===== src/rtl/slp_train_pkg.sv =====
// ---------------------------------------------------------------------------
// slp_train_pkg
// Shared types for the single-layer perceptron trainer:
//   dtype_t       - number format of a data stream (plain integer or fixed point)
//   dconf_t       - format descriptor: dtype, signedness, total bits, fraction bits
//   train_state_t - trainer control states
//   DEF_DCONF_C   - default format (signed 8-bit integer), also reachable through
//                   the `DEF_DCONF macro for parameter defaults
// ---------------------------------------------------------------------------
package slp_train_pkg;

    typedef enum logic {
        INT = 1'b0,
        FXP = 1'b1
    } dtype_t;

    typedef struct packed {
        dtype_t     dtype;
        logic       sgn;
        logic [7:0] prec;
        logic [7:0] frac;
    } dconf_t;

    localparam dconf_t DEF_DCONF_C = '{dtype: INT, sgn: 1'b1, prec: 8'd8, frac: 8'd0};

    typedef enum logic [1:0] {
        IDLE   = 2'd0,
        EVAL   = 2'd1,
        UPDATE = 2'd2,
        DONE   = 2'd3
    } train_state_t;

endpackage

`ifndef DEF_DCONF
`define DEF_DCONF slp_train_pkg::DEF_DCONF_C
`endif


===== src/rtl/p_sat_add.sv =====
// ---------------------------------------------------------------------------
// p_sat_add
// Signed add/subtract of a W-bit weight and a (W+1)-bit operand, clamped to the
// weight range.
//   a       : current weight (W bits, signed)
//   b       : update operand (W+1 bits, signed)
//   sub     : 1 = a - b, 0 = a + b
//   sum     : clamped result (W bits)
//   clamped : high when the true result was outside the weight range
// ---------------------------------------------------------------------------
module p_sat_add
    import slp_train_pkg::*;
#(
    parameter dconf_t W_CONF = `DEF_DCONF,
    localparam int    W      = int'(W_CONF.prec)
) (
    input  logic [W-1:0] a,
    input  logic [W:0]   b,
    input  logic         sub,
    output logic [W-1:0] sum,
    output logic         clamped
);

    // Two guard bits cover the widest case: a W-bit value minus a (W+1)-bit one.
    localparam logic signed [W+1:0] MAX_V = {3'b000, {(W-1){1'b1}}};
    localparam logic signed [W+1:0] MIN_V = {3'b111, {(W-1){1'b0}}};

    logic signed [W+1:0] a_ext;
    logic signed [W+1:0] b_ext;
    logic signed [W+1:0] full;

    // Compute the exact result, then pin it to the nearest representable weight.
    always_comb begin
        a_ext   = (W+2)'($signed(a));
        b_ext   = (W+2)'($signed(b));
        full    = sub ? (a_ext - b_ext) : (a_ext + b_ext);
        sum     = full[W-1:0];
        clamped = 1'b0;
        if (full > MAX_V) begin
            sum     = MAX_V[W-1:0];
            clamped = 1'b1;
        end else if (full < MIN_V) begin
            sum     = MIN_V[W-1:0];
            clamped = 1'b1;
        end
    end

endmodule


===== src/rtl/slp_train.sv =====
// ---------------------------------------------------------------------------
// slp_train
// Serial perceptron-rule trainer. A sample is latched, the externally computed
// prediction y is compared with the target, and on a mistake every weight
// (bias last) is nudged by +/- its input, one weight per cycle.
//   clk, reset                       : clock, async active-high reset
//   in_valid / in_ready / in / target: sample handshake and payload
//   y                                : prediction from an external slp_infer
//   x_q, weight                      : latched sample and weight registers
//   wload_en / wload_idx / wload_data: direct weight write (IDLE only)
//   clear                            : clears err_cnt and sat
//   done / updated                   : end-of-sample pulse, weights-changed flag
//   err_cnt, sat                     : mistake count, sticky clamp flag
// ---------------------------------------------------------------------------
module slp_train
    import slp_train_pkg::*;
#(
    parameter int     IN       = 8,
    parameter dconf_t I_CONF   = `DEF_DCONF,
    parameter dconf_t W_CONF   = `DEF_DCONF,
    parameter int     LR_SHIFT = 0,
    parameter int     CNT_W    = 16,
    localparam int    WEIGHT   = IN + 1,
    localparam int    I_PREC   = int'(I_CONF.prec),
    localparam int    W_PREC   = int'(W_CONF.prec),
    localparam int    IDX_W    = $clog2(WEIGHT)
) (
    input  logic                     clk,
    input  logic                     reset,
    input  logic                     in_valid,
    output logic                     in_ready,
    input  logic [IN*I_PREC-1:0]     in,
    input  logic                     target,
    input  logic                     y,
    output logic [IN*I_PREC-1:0]     x_q,
    output logic [WEIGHT*W_PREC-1:0] weight,
    input  logic                     wload_en,
    input  logic [IDX_W-1:0]         wload_idx,
    input  logic [W_PREC-1:0]        wload_data,
    input  logic                     clear,
    output logic                     done,
    output logic                     updated,
    output logic [CNT_W-1:0]         err_cnt,
    output logic                     sat
);

    localparam int OP_W = W_PREC + 1;
    localparam logic signed [I_PREC-1:0] CONST1 =
        (I_CONF.dtype == FXP) ? (I_PREC'(1) << I_CONF.frac) : I_PREC'(1);

    train_state_t state;
    train_state_t state_nxt;

    logic [W_PREC-1:0]        w_reg [WEIGHT];
    logic [IN*I_PREC-1:0]     x_reg;
    logic                     target_q;
    logic [IDX_W-1:0]         idx;
    logic                     err_nz;
    logic                     err_sub;
    logic [CNT_W-1:0]         cnt;
    logic                     sat_reg;

    logic                     accept;
    logic                     mistake;
    logic                     last_idx;
    logic signed [I_PREC-1:0] x_sel;
    logic signed [I_PREC-1:0] x_shift;
    logic [OP_W-1:0]          operand;
    logic [W_PREC-1:0]        w_new;
    logic                     add_clamped;

    assign accept   = (state == IDLE) && !wload_en && in_valid;
    assign mistake  = (target_q != y);
    assign last_idx = (idx == IDX_W'(WEIGHT - 1));

    // State register.
    always_ff @(posedge clk or posedge reset) begin
        if (reset) begin
            state <= IDLE;
        end else begin
            state <= state_nxt;
        end
    end

    // Next state and handshake/status outputs. A pending weight load blocks
    // acceptance so the load wins when both arrive in the same IDLE cycle.
    always_comb begin
        state_nxt = state;
        in_ready  = 1'b0;
        done      = 1'b0;
        updated   = 1'b0;
        unique case (state)
            IDLE: begin
                in_ready = !wload_en;
                if (accept) state_nxt = EVAL;
            end
            EVAL:   state_nxt = mistake ? UPDATE : DONE;
            UPDATE: if (last_idx) state_nxt = DONE;
            DONE: begin
                done      = 1'b1;
                updated   = err_nz;
                state_nxt = IDLE;
            end
            default: state_nxt = IDLE;
        endcase
    end

    // Sample latch, error sign and the serial weight index.
    always_ff @(posedge clk or posedge reset) begin
        if (reset) begin
            x_reg    <= '0;
            target_q <= 1'b0;
            idx      <= '0;
            err_nz   <= 1'b0;
            err_sub  <= 1'b0;
        end else begin
            if (accept) begin
                x_reg    <= in;
                target_q <= target;
            end
            if (state == EVAL) begin
                err_nz  <= mistake;
                err_sub <= y;
                idx     <= '0;
            end else if (state == UPDATE) begin
                idx <= idx + 1'b1;
            end
        end
    end

    // Pick the input for the current index; the last slot is the bias input.
    always_comb begin
        x_sel = CONST1;
        for (int i = 0; i < IN; i++) begin
            if (idx == IDX_W'(i)) x_sel = x_reg[i*I_PREC +: I_PREC];
        end
    end

    assign x_shift = x_sel >>> LR_SHIFT;
    assign operand = OP_W'(x_shift);

    // err is only ever +/-1, so the update reduces to an add or a subtract.
    p_sat_add #(.W_CONF(W_CONF)) u_sat_add (
        .a       (w_reg[idx]),
        .b       (operand),
        .sub     (err_sub),
        .sum     (w_new),
        .clamped (add_clamped)
    );

    // Weights change only through an IDLE load or the serial update, so they
    // are steady while y settles during EVAL.
    always_ff @(posedge clk or posedge reset) begin
        if (reset) begin
            for (int i = 0; i < WEIGHT; i++) w_reg[i] <= '0;
        end else if ((state == IDLE) && wload_en) begin
            if (32'(wload_idx) < WEIGHT) w_reg[wload_idx] <= wload_data;
        end else if (state == UPDATE) begin
            w_reg[idx] <= w_new;
        end
    end

    // Mistake counter and clamp flag; clear beats a same-cycle increment/set.
    always_ff @(posedge clk or posedge reset) begin
        if (reset) begin
            cnt     <= '0;
            sat_reg <= 1'b0;
        end else if (clear) begin
            cnt     <= '0;
            sat_reg <= 1'b0;
        end else begin
            if ((state == EVAL) && mistake && (cnt != '1)) cnt <= cnt + 1'b1;
            if ((state == UPDATE) && add_clamped) sat_reg <= 1'b1;
        end
    end

    for (genvar g = 0; g < WEIGHT; g++) begin : g_wflat
        assign weight[g*W_PREC +: W_PREC] = w_reg[g];
    end

    assign x_q     = x_reg;
    assign err_cnt = cnt;
    assign sat     = sat_reg;

endmodule


===== config.mk =====
export PLATFORM = sky130hd
export DESIGN_NAME = slp_train
export DESIGN_NICKNAME = d
export VERILOG_FILES = /design/src/rtl/slp_train_pkg.sv /design/src/rtl/p_sat_add.sv /design/src/rtl/slp_train.sv
export SDC_FILE = /design/constraint.sdc
export NUM_CORES = 1
export LEC_CHECK = 0
export ABC_AREA = 1
export BUFFER_PORTS_ARGS = -buffer_cell sky130_fd_sc_hd__buf_4
export CAP_MARGIN = 20
export CELL_PAD_IN_SITES_DETAIL_PLACEMENT = 0
export CELL_PAD_IN_SITES_GLOBAL_PLACEMENT = 1
export CORE_ASPECT_RATIO = 0.6
export CORE_MARGIN = 2
export CORE_UTILIZATION = 41
export DETAILED_ROUTE_END_ITERATION = 12
export PLACE_DENSITY_LB_ADDON = 0.1
export SLEW_MARGIN = 20
export SYNTH_ARGS = -nofsm -noshare
export SYNTH_HDL_FRONTEND = slang
export SYNTH_SLANG_ARGS = --single-unit

===== constraint.sdc =====
create_clock -name clk -period 9.4 [get_ports clk]
set_input_delay 1.88 -clock clk [delete_from_list [all_inputs] [get_ports clk]]
set_output_delay 1.88 -clock clk [all_outputs]
set_load 0.01 [all_outputs]

Yosys cells after proc, flatten, opt, wreduce, memory -nomap -nowiden
Cells that the tools add are included.
{"block": "totals", "reg_bits": 162, "inputBits": 83, "output_inout_bits": 156, "wordCells": 101}
{"block": "classes", "n_addsub": 4, "n_lt_le_gt_ge": 7, "n_eq_ne": 16, "muxes": 38, "bitwise_logic": 2, "reduce_logical": 17}
{"op": "72-bit two-way mux", "n": 3}
{"op": "72-bit bitwise mux", "n": 2}
{"op": "8-bit two-way mux", "n": 14}
{"op": "8-bit demux with 4-bit select", "n": 2}
{"op": "8-bit binary-select mux with 4-bit select", "n": 1}
{"op": "16-bit two-way mux", "n": 2}
{"op": "16-bit by 1-bit adder with 16-bit output, second input constant", "n": 1}
{"op": "4-bit by 3-bit == test with 1-bit output, second input constant", "n": 4}
{"op": "16-bit inequality test, second input constant", "n": 1}
{"op": "5-bit >= comparator, second input constant", "n": 2}
{"op": "10-bit by 8-bit greater-than comparator with 1-bit output, second input constant", "n": 1}
{"op": "10-bit by 8-bit less-than comparator with 1-bit output, second input constant", "n": 1}
{"op": "5-bit by 1-bit less-than comparator with 1-bit output, second input constant", "n": 2}
{"op": "10-bit two-way mux", "n": 1}
{"op": "4-bit NOT with 5-bit output", "n": 2}
{"op": "8-bit by 8-bit adder with 9-bit output", "n": 1}
{"op": "8-bit by 8-bit subtractor with 9-bit output", "n": 1}
{"op": "4-bit by 2-bit == test with 1-bit output, second input constant", "n": 2}
{"op": "1-bit logical AND", "n": 8}
{"op": "1-bit two-way mux", "n": 8}
{"op": "4-bit two-way mux", "n": 2}
{"op": "2-bit case mux with 4 select lines", "n": 1}
{"op": "2-bit nonzero test", "n": 4}
{"op": "4-bit by 1-bit adder with 4-bit output, second input constant", "n": 1}
{"op": "other kinds (13)", "n": 17}

Longest topological paths before layout
Gate-level depths: netlist of run 1.
{"block": "logic_depth", "word_depth": 17, "mapped_depth": 36, "depth_no_buf": 33}

Cells and area by module
A second synthesis of run 1 with hierarchy kept.
{"block": "hier_totals", "cells_unflattened": 1394, "area_unflattened_um2": 9912.0}
{"module": "slp_train", "instances": 1, "cells_each": 1237, "area_per_inst_um2": 9081.2, "seq_area_each_um2": 4053.9}
{"module": "p_sat_add", "instances": 1, "cells_each": 157, "area_per_inst_um2": 830.8, "seq_area_each_um2": 0.0}

Least setup slack after synthesis of run 1
No wires, ideal clock.
{"block": "synth_path", "path_kind": "register to register", "start": "register idx[0]", "end": "register w_reg, in the netlist weight[0]", "setup_ps": 77, "arrival_ps": 4885, "required_time_ps": 9323, "setup_slack_ps": 4437, "stages_incl_launch_ff": 33, "path_buffers": 5, "synth_period_minus_slack_ps": 4963, "cell_sequence": "dfrtp_1 -> buf_2 -> inv_1 -> clkbuf_1 -> buf_1 -> ha_1 -> nand2_4 -> buf_6 -> o21ai_0 -> o211ai_1 -> nand4_1 -> o21ai_0 -> nand2_1 -> nand2_1 -> o21ai_0 -> inv_1 -> ha_1 -> inv_1 -> o21ai_0 -> inv_1 -> ha_1 -> nand2_1 -> o21ai_0 -> a21oi_1 -> o21ai_0 -> a21oi_1 -> o21bai_1 -> xor2_1 -> inv_1 -> nand2_8 -> buf_8 -> nand3_1 -> a21oi_1"}
{"block": "synth_via", "elab_chain_len": 17, "word_cells_on_any_way": 35, "cone_classes": "2 x add/sub; 4 x order compare; 7 x eq/ne; 19 x mux; 1 x bitwise; 2 x reduce/logical"}
{"item": "start, declared", "line_no": "slp_train.sv:57", "source": "logic [IDX_W-1:0] idx;"}
{"item": "start signal, assigned", "line_no": "slp_train.sv:126", "source": "idx <= idx + 1'b1;"}
{"item": "4-bit logical NOT", "line_no": "slp_train.sv:135", "source": "if (idx == IDX_W'(i)) x_sel = x_reg[i*I_PREC +: I_PREC];"}
{"item": "8-bit two-way mux (8 in a row)", "line_no": "slp_train.sv:135"}
{"item": "8-bit by 8-bit adder with 9-bit output or 8-bit by 8-bit subtractor with 9-bit output (tied branches)", "line_no": "p_sat_add.sv:36", "source": "full = sub ? (a_ext - b_ext) : (a_ext + b_ext);"}
{"item": "10-bit two-way mux", "line_no": "p_sat_add.sv:36"}
{"item": "10-bit by 8-bit less-than comparator with 1-bit output", "line_no": "p_sat_add.sv:42", "source": "end else if (full < MIN_V) begin"}
{"item": "8-bit two-way mux", "line_no": "p_sat_add.sv:42"}
{"item": "8-bit two-way mux", "line_no": "p_sat_add.sv:39", "source": "if (full > MAX_V) begin"}
{"item": "72-bit bitwise mux (*)", "line_no": "slp_train.sv:159", "source": "w_reg[idx] <= w_new;"}
{"item": "72-bit two-way mux (*)", "line_no": "slp_train.sv:158", "source": "end else if (state == UPDATE) begin"}
{"item": "72-bit two-way mux (*)", "line_no": "slp_train.sv:156", "source": "end else if ((state == IDLE) && wload_en) begin"}
{"item": "end signal, assigned by index", "line_no": "slp_train.sv:157", "source": "if (32'(wload_idx) < WEIGHT) w_reg[wload_idx] <= wload_data;"}
{"item": "end signal, assigned by index", "line_no": "slp_train.sv:159"}
{"item": "end, declared", "line_no": "slp_train.sv:54", "source": "logic [W_PREC-1:0] w_reg [WEIGHT];"}
Mark *: on every way between the ends. The rest lies on a longest branch, timed or not. The select of a mux whose other input is x is not followed.
A chain may end at the register's enable or synchronous reset.

Worst setup path in the final report of run 1
{"block": "layout_path", "start": "register idx[0]", "end": "register sat_reg, in the netlist sat"}
{"block": "layout_via", "elab_chain_len": 16, "word_cells_on_any_way": 29, "cone_classes": "2 x add/sub; 2 x order compare; 7 x eq/ne; 14 x mux; 1 x bitwise; 3 x reduce/logical"}
{"item": "4-bit logical NOT", "line_no": "slp_train.sv:135"}
{"item": "8-bit two-way mux (8 in a row)", "line_no": "slp_train.sv:135"}
{"item": "8-bit by 8-bit adder with 9-bit output or 8-bit by 8-bit subtractor with 9-bit output (tied branches)", "line_no": "p_sat_add.sv:36"}
{"item": "10-bit two-way mux (*)", "line_no": "p_sat_add.sv:36"}
{"item": "10-bit by 8-bit less-than comparator with 1-bit output", "line_no": "p_sat_add.sv:42"}
{"item": "1-bit two-way mux", "line_no": "p_sat_add.sv:42"}
{"item": "1-bit two-way mux (*)", "line_no": "p_sat_add.sv:39"}
{"item": "1-bit logical AND (*)", "line_no": "slp_train.sv:173", "source": "if ((state == UPDATE) && add_clamped) sat_reg <= 1'b1;"}
{"item": "2-bit nonzero test (no line) (*)"}
{"item": "end signal, assigned", "line_no": "slp_train.sv:167", "source": "sat_reg <= 1'b0;"}
{"item": "end signal, assigned", "line_no": "slp_train.sv:170", "source": "sat_reg <= 1'b0;"}
{"item": "end signal, assigned", "line_no": "slp_train.sv:173"}
{"item": "end, declared", "line_no": "slp_train.sv:61", "source": "logic sat_reg;"}
Marked as above.

==> results of run 1 <==
==> cell type report <==
cell class,count,area [µm²]
clock inverters,9,203
clock buffers,22,464
inverters,119,452
well taps,308,385
repair buffers,244,1840
fillers,2221,10200
multi-input cells,960,4640
flip-flops and latches,162,4050
==> critical path, delay by kind of cell (launching register included) <==
| kind | cells | cell delay [ns] |
|---|---|---|
| compound gates | 10 | 1.75 |
| simple gates | 9 | 1.26 |
| buf+inv | 6 | 1.14 |
| fa+ha+maj | 3 | 0.97 |
| flops | 1 | 0.36 |
| xor+xnor | 1 | 0.30 |
==> metrics by stage <==
| stage | setup slack (ns) | area [µm²] | cells | hold slack, ns | util (%) |
|---|---|---|---|---|---|
| 3_5_place_dp | 3.62 | 11400 | 1793 | 0.493 | 51.0 |
| 5_1_grt | 2.91 | 12000 | 1824 | 0.540 | 54.0 |
| 2_1_floorplan | 3.14 | 9400 | 1285 | 0.469 | - |
| 6_report | 3.48 | 12000 | 1824 | 0.506 | 54.0 |
| 3_3_place_gp | 3.83 | 11300 | 1793 | 0.487 | 50.9 |
| 4_1_cts | 3.60 | 12000 | 1824 | 0.511 | 54.0 |
==> logic make-up after synthesis <==
logic type / after synthesis / synth area share [%]
AND/OR/NAND/NOR: 648 / 29.1
buffers and inverters: 163 / 7.72
XOR/XNOR: 14 / 1.30
AO/OA/AOI/OAI: 278 / 16.0
flip-flops: 162 / 43.1
adder cells (fa/ha/maj): 20 / 2.74
==> synthesized netlist by cell type, types with 5 or more instances <==
| master | count | share of area (%) |
|---|---|---|
| a22oi_1 | 8 | 0.64 |
| nand3_1 | 89 | 4.7 |
| a21oi_1 | 160 | 8.5 |
| clkinv_1 | 7 | 0.28 |
| o22ai_1 | 8 | 0.53 |
| a221oi_1 | 8 | 0.75 |
| inv_2 | 5 | 0.20 |
| nand2_1 | 332 | 13 |
| xor2_1 | 11 | 1.0 |
| nor3_1 | 19 | 1.0 |
| nand2_2 | 13 | 0.87 |
| clkbuf_1 | 27 | 1.1 |
| nand4_1 | 7 | 0.47 |
| nor2_1 | 167 | 6.7 |
| buf_6 | 7 | 0.84 |
| buf_8 | 5 | 0.80 |
| o21ai_0 | 75 | 4.0 |
| dfrtp_1 | 162 | 43 |
| ha_1 | 19 | 2.5 |
| inv_1 | 107 | 4.3 |
==> cell usage in the layout, fill, tap and decap left out, types with 7 or more instances in the layout <==
cell type,count
a21oi_1,160
a221oi_1,8
a22oi_1,8
buf_4,243
clkbuf_16,17
clkinv_1,7
dfrtp_1,162
ha_1,19
inv_1,105
nand2_1,331
nand2_2,14
nand3_1,89
nand4_1,7
nor2_1,167
nor3_1,15
o21ai_0,75
o22ai_1,8
xor2_1,11
==> routing by layer <==
layer | global-route usage [%] | part of all wire [%] | vias to the layer above | wire (µm)
li1 | - | - | 4673 | -
met1 | 47.2 | 49 | 4632 | 17300
met2 | 39.6 | 40 | 480 | 14100
met3 | 7.37 | 10 | 31 | 3600
met4 | 7.04 | 1.2 | 0 | 409
met5 | 0 | 0 | - | 0
==> path summary, 6_finish.rpt <==
check	startpoint	end	slack, ns
setup / recovery	idx[0]	sat	3.48
hold / removal	x_q[43]	x_q[43]	0.51
setup reg to reg	idx[0]	sat	3.48
hold reg to reg	x_q[43]	x_q[43]	0.51
max in group asynchronous	reset	x_q[59]	6.54
min in group asynchronous	reset	weight[16]	1.58
==> impl_metrics.ini, run 1 <==
[status]
outcome = completed

[yosys]
synth_flop_cell = dfrtp_1
ys_async_sr_fraction_pct = 100
ys_ff_latch = 162
synth_cell_types = 47
syn_area_per_cell_um2 = 7.32
synth_warnings = 0
synthCells = 1285
seq_area_frac_synth_pct = 43.1
synthesis.area_um2 = 9400
syn_nets = 1388
synth-edff-count = 0

[layout]
num_antenna_cells = 0
largest_register_ffs = 72
area_growth_pct = 28.0
nets = 1607
drive_gt1_share_pct = 20.6

[floorplan]
rows = 42
io_pins = 239
die_area_um2 = 24200
die_y_um = 121
initial_core_util_pct = 42.2
coreArea_um2 = 22300
fp.dieW_um = 199

[global_route]
track_usage_pct = 29.8
grt_max_degree = 89
grt-ovfl-total = 0
antenna_found_initial = 0
grt_pass1_wl_um = 54100
grt_pass1_vias = 9160

[worst_setup_path]
crit_fanout = 64
worst_ep_arrival_time_ns = 6.25
worstSetupPathType = flop to flop
critPathCaptureType = flop
slowest_delay_ns = 0.53
crit_slowest_cell = inv_1
reg2regPathDepth = 29
required_ns = 9.74
cp-start-kind = flop

[clock_network]
cts_buffers = 17
cts_resized = 0
cts_setup_buffers = 0
ctsLongestPathBuffers = 2
clockRootBuffer = clkbuf_16
cts_hold_buf = 0
clkSlewWorstSetupHoldPaths_ns = 0.07
clock_latency_ns = 0.45
htree_num_levels = 4
clkSinkCount = 162
cts_tree = done

[timing]
finClkSkew_ns = 0.0143
setup_viol = 0
hold_violations = 0
tightest_slew_ns = 1.08
fin_tns_setup_ns = 0
finalCritPeriodShare_pct = 62.9
final_max_slew_viol_count = 0
grt_setup_unrepaired = no
slew_headroom_pct = 27.4
min_period_ns = 5.92
max_freq_mhz = 169

[detailed_routing]
wl_per_cell_um = 19.4
vias = 9816
avgViaCountPerCell = 5.38
drtAntennaViolNets = 0
dr.pass1.iters = 5
drt-initial-drc-count = 972
wirelength_um = 35400
drc = 0

[placed_design]
hpwl_um = 26500
port_buffers = 238
place_congestion = 0.953

[hold_path]
whs_path_depth = 2
hold_class = flop to flop

[flow_run]
cap_viol_max_count = 0
Power of run 1 is left out: the tool's default activity adds up to more than one toggle a clock period on the data nets, which glitch-free logic cannot reach.
==> run 2, diff against run 1 <==
--- a/config.mk
+++ b/config.mk
@@ -12,7 +12,7 @@
 export CELL_PAD_IN_SITES_GLOBAL_PLACEMENT = 1
 export CORE_ASPECT_RATIO = 0.6
 export CORE_MARGIN = 2
-export CORE_UTILIZATION = 41
+export CORE_UTILIZATION = 38
 export DETAILED_ROUTE_END_ITERATION = 12
 export PLACE_DENSITY_LB_ADDON = 0.1
 export SLEW_MARGIN = 20
==> constraint.sdc (replaced) <==
create_clock -name clk -period 5.7 [get_ports clk]
set_input_delay 1.14 -clock clk [delete_from_list [all_inputs] [get_ports clk]]
set_output_delay 1.14 -clock clk [all_outputs]
set_load 0.01 [all_outputs]
==> run 2 against run 1 <==
- wire length grew 5.8%
- core utilization is 4.0 points lower
- global-route usage fell by 1.6 points
- largest cell class unchanged
- cell count grew 1.7%
- critical path depth down 3
- via count rose by 2.1%
- die area rose by 7.7%
- flip-flop and latch count stayed put
==> impl_metrics.ini, run 2 (same netlist as run 1, synthesis figures left out) <==
[placed_design]
hpwl_um = 28200
place_congestion = 0.899
port_buffers = 238

[layout]
nets = 1624
multi_input_comb_area_um2 = 4670
largest_register_ffs = 72
seq_area_um2 = 4050
fillerInstances = 2494
drive_gt1_share_pct = 21.8
layout_commonest_cell = nand2_1
layout_common_cells = 331 x nand2_1, 259 x buf_4, 167 x nor2_1, 162 x dfrtp_1, 160 x a21oi_1
num_antenna_cells = 0
area_growth_pct = 28.9

[global_route]
grt-ovfl-total = 0
grt_pass1_wl_um = 56400
grt_pass1_vias = 9245
antenna_found_initial = 0
grt_max_degree = 91
track_usage_pct = 28.2

[clock_network]
clkSinkCount = 162
cts_tree = done
clockRootBuffer = clkbuf_16
clkSlewWorstSetupHoldPaths_ns = 0.07
ctsLongestPathBuffers = 2
htree_num_levels = 4
clock_latency_ns = 0.44
cts_setup_buffers = 0
cts_buffers = 17
cts_hold_buf = 0
cts_resized = 0

[worst_setup_path]
cp-start-kind = flop
crit_fanout = 14
rr_startpoint = idx[2]
r2r-end = weight[19]
crit_path_start = idx[2]
critPathCaptureType = flop
worst_ep_arrival_time_ns = 5.46
reg2regPathDepth = 26
endpoint = weight[19]
reg2reg_slack_ns = 0.60
required_ns = 6.06
worstSetupPathType = flop to flop

[timing]
setup_viol = 0
tightest_slew_ns = 1.07
finClkSkew_ns = 0.00935
final_max_slew_viol_count = 0
hold_violations = 0
max_freq_mhz = 196
min_period_ns = 5.10
slew_headroom_pct = 27.8
fin_tns_setup_ns = 0
grt_setup_unrepaired = no
finalCritPeriodShare_pct = 89.5

[detailed_routing]
wl_met3_um = 4060
dr.pass1.iters = 5
avgViaCountPerCell = 5.40
vias = 10000
wirelength_um = 37400
drt-initial-drc-count = 1025
drtAntennaViolNets = 0
highest_layer = met4
drt-met1-wl_um = 18200
dr_wl_met2_um = 14700
drc = 0
wl_per_cell_um = 20.2

[status]
outcome = completed

[floorplan]
fp.dieW_um = 207
coreArea_um2 = 24200
rows = 44
initial_core_util_pct = 38.8
die_y_um = 126
die_area_um2 = 26100
io_pins = 239

[flow_run]
cap_viol_max_count = 0

[hold_path]
hold_class = flop to flop
==> run 2: cell count changes in the layout (fill, tap and decap cells not counted), sizes merged, moves of 2 or more <==
cell	previous run	this run
nand2	350	352
buf	244	259
clkinvlp	0	3
bufinv	6	2
==> run 2: worst min path at each step <==
stage | from | endpoint | slack, ns | cells after the start
global route | x_q[28] | x_q[28] | 0.55 | 2
finish | sat | sat | 0.51 | 2
detailed placement | sat | sat | 0.49 | 2
CTS | target_q | target_q | 0.51 | 2
global placement | target_q | target_q | 0.49 | 2
floorplan | target_q | target_q | 0.47 | 2
==> run 2: critical path: stages, from the launching register on <==
cell and delay (ns):
dfrtp_1 0.47, nor2_2 0.34, nand2_1 0.38, inv_1 0.23, nand2_1 0.07, nand4_1 0.09
o21ai_0 0.08, nand2_1 0.06, nand2_1 0.05, o21ai_0 0.13, inv_1 0.08, ha_1 0.28
inv_1 0.03, o21ai_0 0.27, inv_1 0.09, ha_1 0.28, nand2_1 0.05, o21ai_1 0.21
a21oi_1 0.11, o21ai_1 0.19, a21oi_1 0.09, o21bai_1 0.25, xor2_2 0.26, nand3_4 0.25
nand2_2 0.33, nand3_1 0.13, a21oi_1 0.19
==> run 2: cell type report <==
type,count,area share [%]
Tap cell,322,3.32
Timing Repair Buffer,259,16.0
Clock buffer,21,3.88
Multi-Input combinational cell,962,38.5
Inverter,119,3.73
Clock inverter,10,1.04
Sequential cell,162,33.4
==> run 2: through the flow <==
| step | instances | setup slack, ns | hold WS (ns) | area, µm² | utilization [%] |
|---|---|---|---|---|---|
| after floorplan | 1285 | 0.183 | 0.469 | 9400 | - |
| after CTS | 1853 | 0.294 | 0.508 | 12100 | 49.8 |
| after global routing | 1855 | 0.0123 | 0.545 | 12100 | 50.0 |
| after global placement | 1822 | 0.506 | 0.486 | 11500 | 47.4 |
| after detailed placement | 1822 | 0.332 | 0.491 | 11500 | 47.4 |
| final | 1855 | 0.597 | 0.508 | 12100 | 50.0 |
==> run 2: per-layer routing <==
metal / global-route usage (%) / vias to the layer above
li1: - / 4700
met1: 44.8 / 4750
met2: 37.5 / 538
met3: 6.98 / 31
met4: 6.64 / 0
met5: 0 / -
Power of run 2 is left out for the same reason.
==> run 3, diff against run 2 <==
--- a/config.mk
+++ b/config.mk
@@ -12,7 +12,8 @@
 export CELL_PAD_IN_SITES_GLOBAL_PLACEMENT = 1
 export CORE_ASPECT_RATIO = 0.6
 export CORE_MARGIN = 2
-export CORE_UTILIZATION = 38
+export CORE_UTILIZATION = 39
+export CTS_BUF_LIST = sky130_fd_sc_hd__clkbuf_8
 export DETAILED_ROUTE_END_ITERATION = 12
 export PLACE_DENSITY_LB_ADDON = 0.1
 export SLEW_MARGIN = 20
==> run 3 against run 2 <==
- non-clock buffer count shrank 5
- core utilization up 0.85 points
- global-route usage grew 0.25 points
- critical path type unchanged
- worst setup slack got worse by 0.22 ns
- hold slack better by 0.0036 ns
- first-iteration DRC count shrank 5.8%
- clock skew is 0.012 ns higher
- register-to-register slack worse by 0.22 ns
- count of clock-buffer cells in the layout down 3
- cell count shrank 0.65%
- cell area is 1.7% lower
- die area fell by 2.5%
==> impl_metrics.ini, run 3 (same netlist as run 1, synthesis figures left out) <==
[floorplan]
die_y_um = 124
initial_core_util_pct = 40.2
coreArea_um2 = 23400
io_pins = 239
rows = 43
fp.dieW_um = 204
die_area_um2 = 25400

[detailed_routing]
drt-initial-drc-count = 966
wl_met3_um = 4110
dr_wl_met2_um = 14300
avgViaCountPerCell = 5.40
drc = 0
highest_layer = met4
wirelength_um = 36600
drt-met1-wl_um = 17700
dr.pass1.iters = 6
wl_per_cell_um = 19.9
drtAntennaViolNets = 0
vias = 9961

[clock_network]
cts_buffers = 17
cts_tree = done
ctsLongestPathBuffers = 2
cts_setup_buffers = 0
clock_latency_ns = 0.48
clkSinkCount = 162
htree_num_levels = 4
clkSlewWorstSetupHoldPaths_ns = 0.09
clockRootBuffer = clkbuf_8
cts_hold_buf = 0

[worst_setup_path]
worstSetupPathType = flop to flop
crit_fanout = 9
cp-start-kind = flop
crit_buf_inv = 2
slowest_delay_ns = 0.46
worst_path_most_repeated_cell = nand3_1
crit_slowest_cell = dfrtp_1
crit_family = compound AO/OA/AOI/OAI gates
worst_ep_arrival_time_ns = 5.72
critPathCaptureType = flop
required_ns = 6.09

[placed_design]
port_buffers = 238
hpwl_um = 27100
place_congestion = 0.935
dp_cells = 1810
pre_cts_ws_ns = 0.363

[timing]
grt_setup_unrepaired = yes
max_freq_mhz = 188
fin_tns_setup_ns = 0
tightest_slew_ns = 0.994
worst_slack_ns = 0.378
hold_violations = 0
final_max_slew_viol_count = 0
setup_viol = 0
min_period_ns = 5.32
slew_headroom_pct = 33.2
finClkSkew_ns = 0.0215
finalCritPeriodShare_pct = 93.4

[layout]
nets = 1619
instances_no_fill = 1843
drive_gt1_share_pct = 21.2
layout_commonest_cell = nand2_1
area_growth_pct = 26.7
layout_common_cells = 331 x nand2_1, 254 x buf_4, 167 x nor2_1, 162 x dfrtp_1, 160 x a21oi_1
largest_register_ffs = 72

[global_route]
antenna_found_initial = 1
grt_pass1_vias = 9131
grt-ovfl-total = 0
grt_max_degree = 82
track_usage_pct = 28.5
grt_pass1_wl_um = 55500

[flow_run]
cap_viol_max_count = 0

[status]
outcome = completed

[hold_path]
hold_class = flop to flop
## run 3: per-layer routing
layer | global-route usage [%] | vias up
met2 | 36.8 | 525
met5 | 0 | -
met3 | 6.93 | 33
met1 | 46.5 | 4706
li1 | - | 4697
met4 | 5.67 | 0
## run 3: path summary, 6_finish.rpt
path / slack [ns] / cells after the start / to / startpoint
worst max-delay path: 0.38 / 27 / weight[18] / idx[0]
worst max register to register: 0.38 / 27 / weight[18] / idx[0]
worst min register to register: 0.51 / 2 / target_q / target_q
max in group asynchronous: 3.73 / 3 / err_cnt[0] / reset
worst min-delay path: 0.51 / 2 / target_q / target_q
min in group asynchronous: 0.80 / 2 / weight[18] / reset
## run 3: timing repair
item                                    4_1_cts  5_1_grt
endpoints found under the hold margin         0        0
endpoints found under the setup margin        0       64
resized for setup                             0        4
## run 3: tightest hold or removal path, cell delays in order, from the launching register on
cell and delay (ns):
dfrtp_1 0.37, nand2_1 0.06, nand2_1 0.05
## run 3: stage by stage
stage	util, %	hold WS [ns]	cell area (µm²)
after global routing	50.9	0.545	11900
after CTS	50.7	0.512	11900
final	50.9	0.512	11900
after global placement	48.8	0.485	11400
after detailed placement	48.8	0.490	11400
after floorplan	-	0.469	9400
## run 3: area by class of cell
type,count,area [µm²]
Timing Repair Buffer,254,1910
Clock inverter,12,191
Tap cell,315,394
Fill cell,2383,11500
Clock buffer,18,248
Sequential cell,162,4050
Antenna cell,1,2.50
Multi-Input combinational cell,962,4660
Inverter,119,452
Power of run 3 is left out for the same reason.
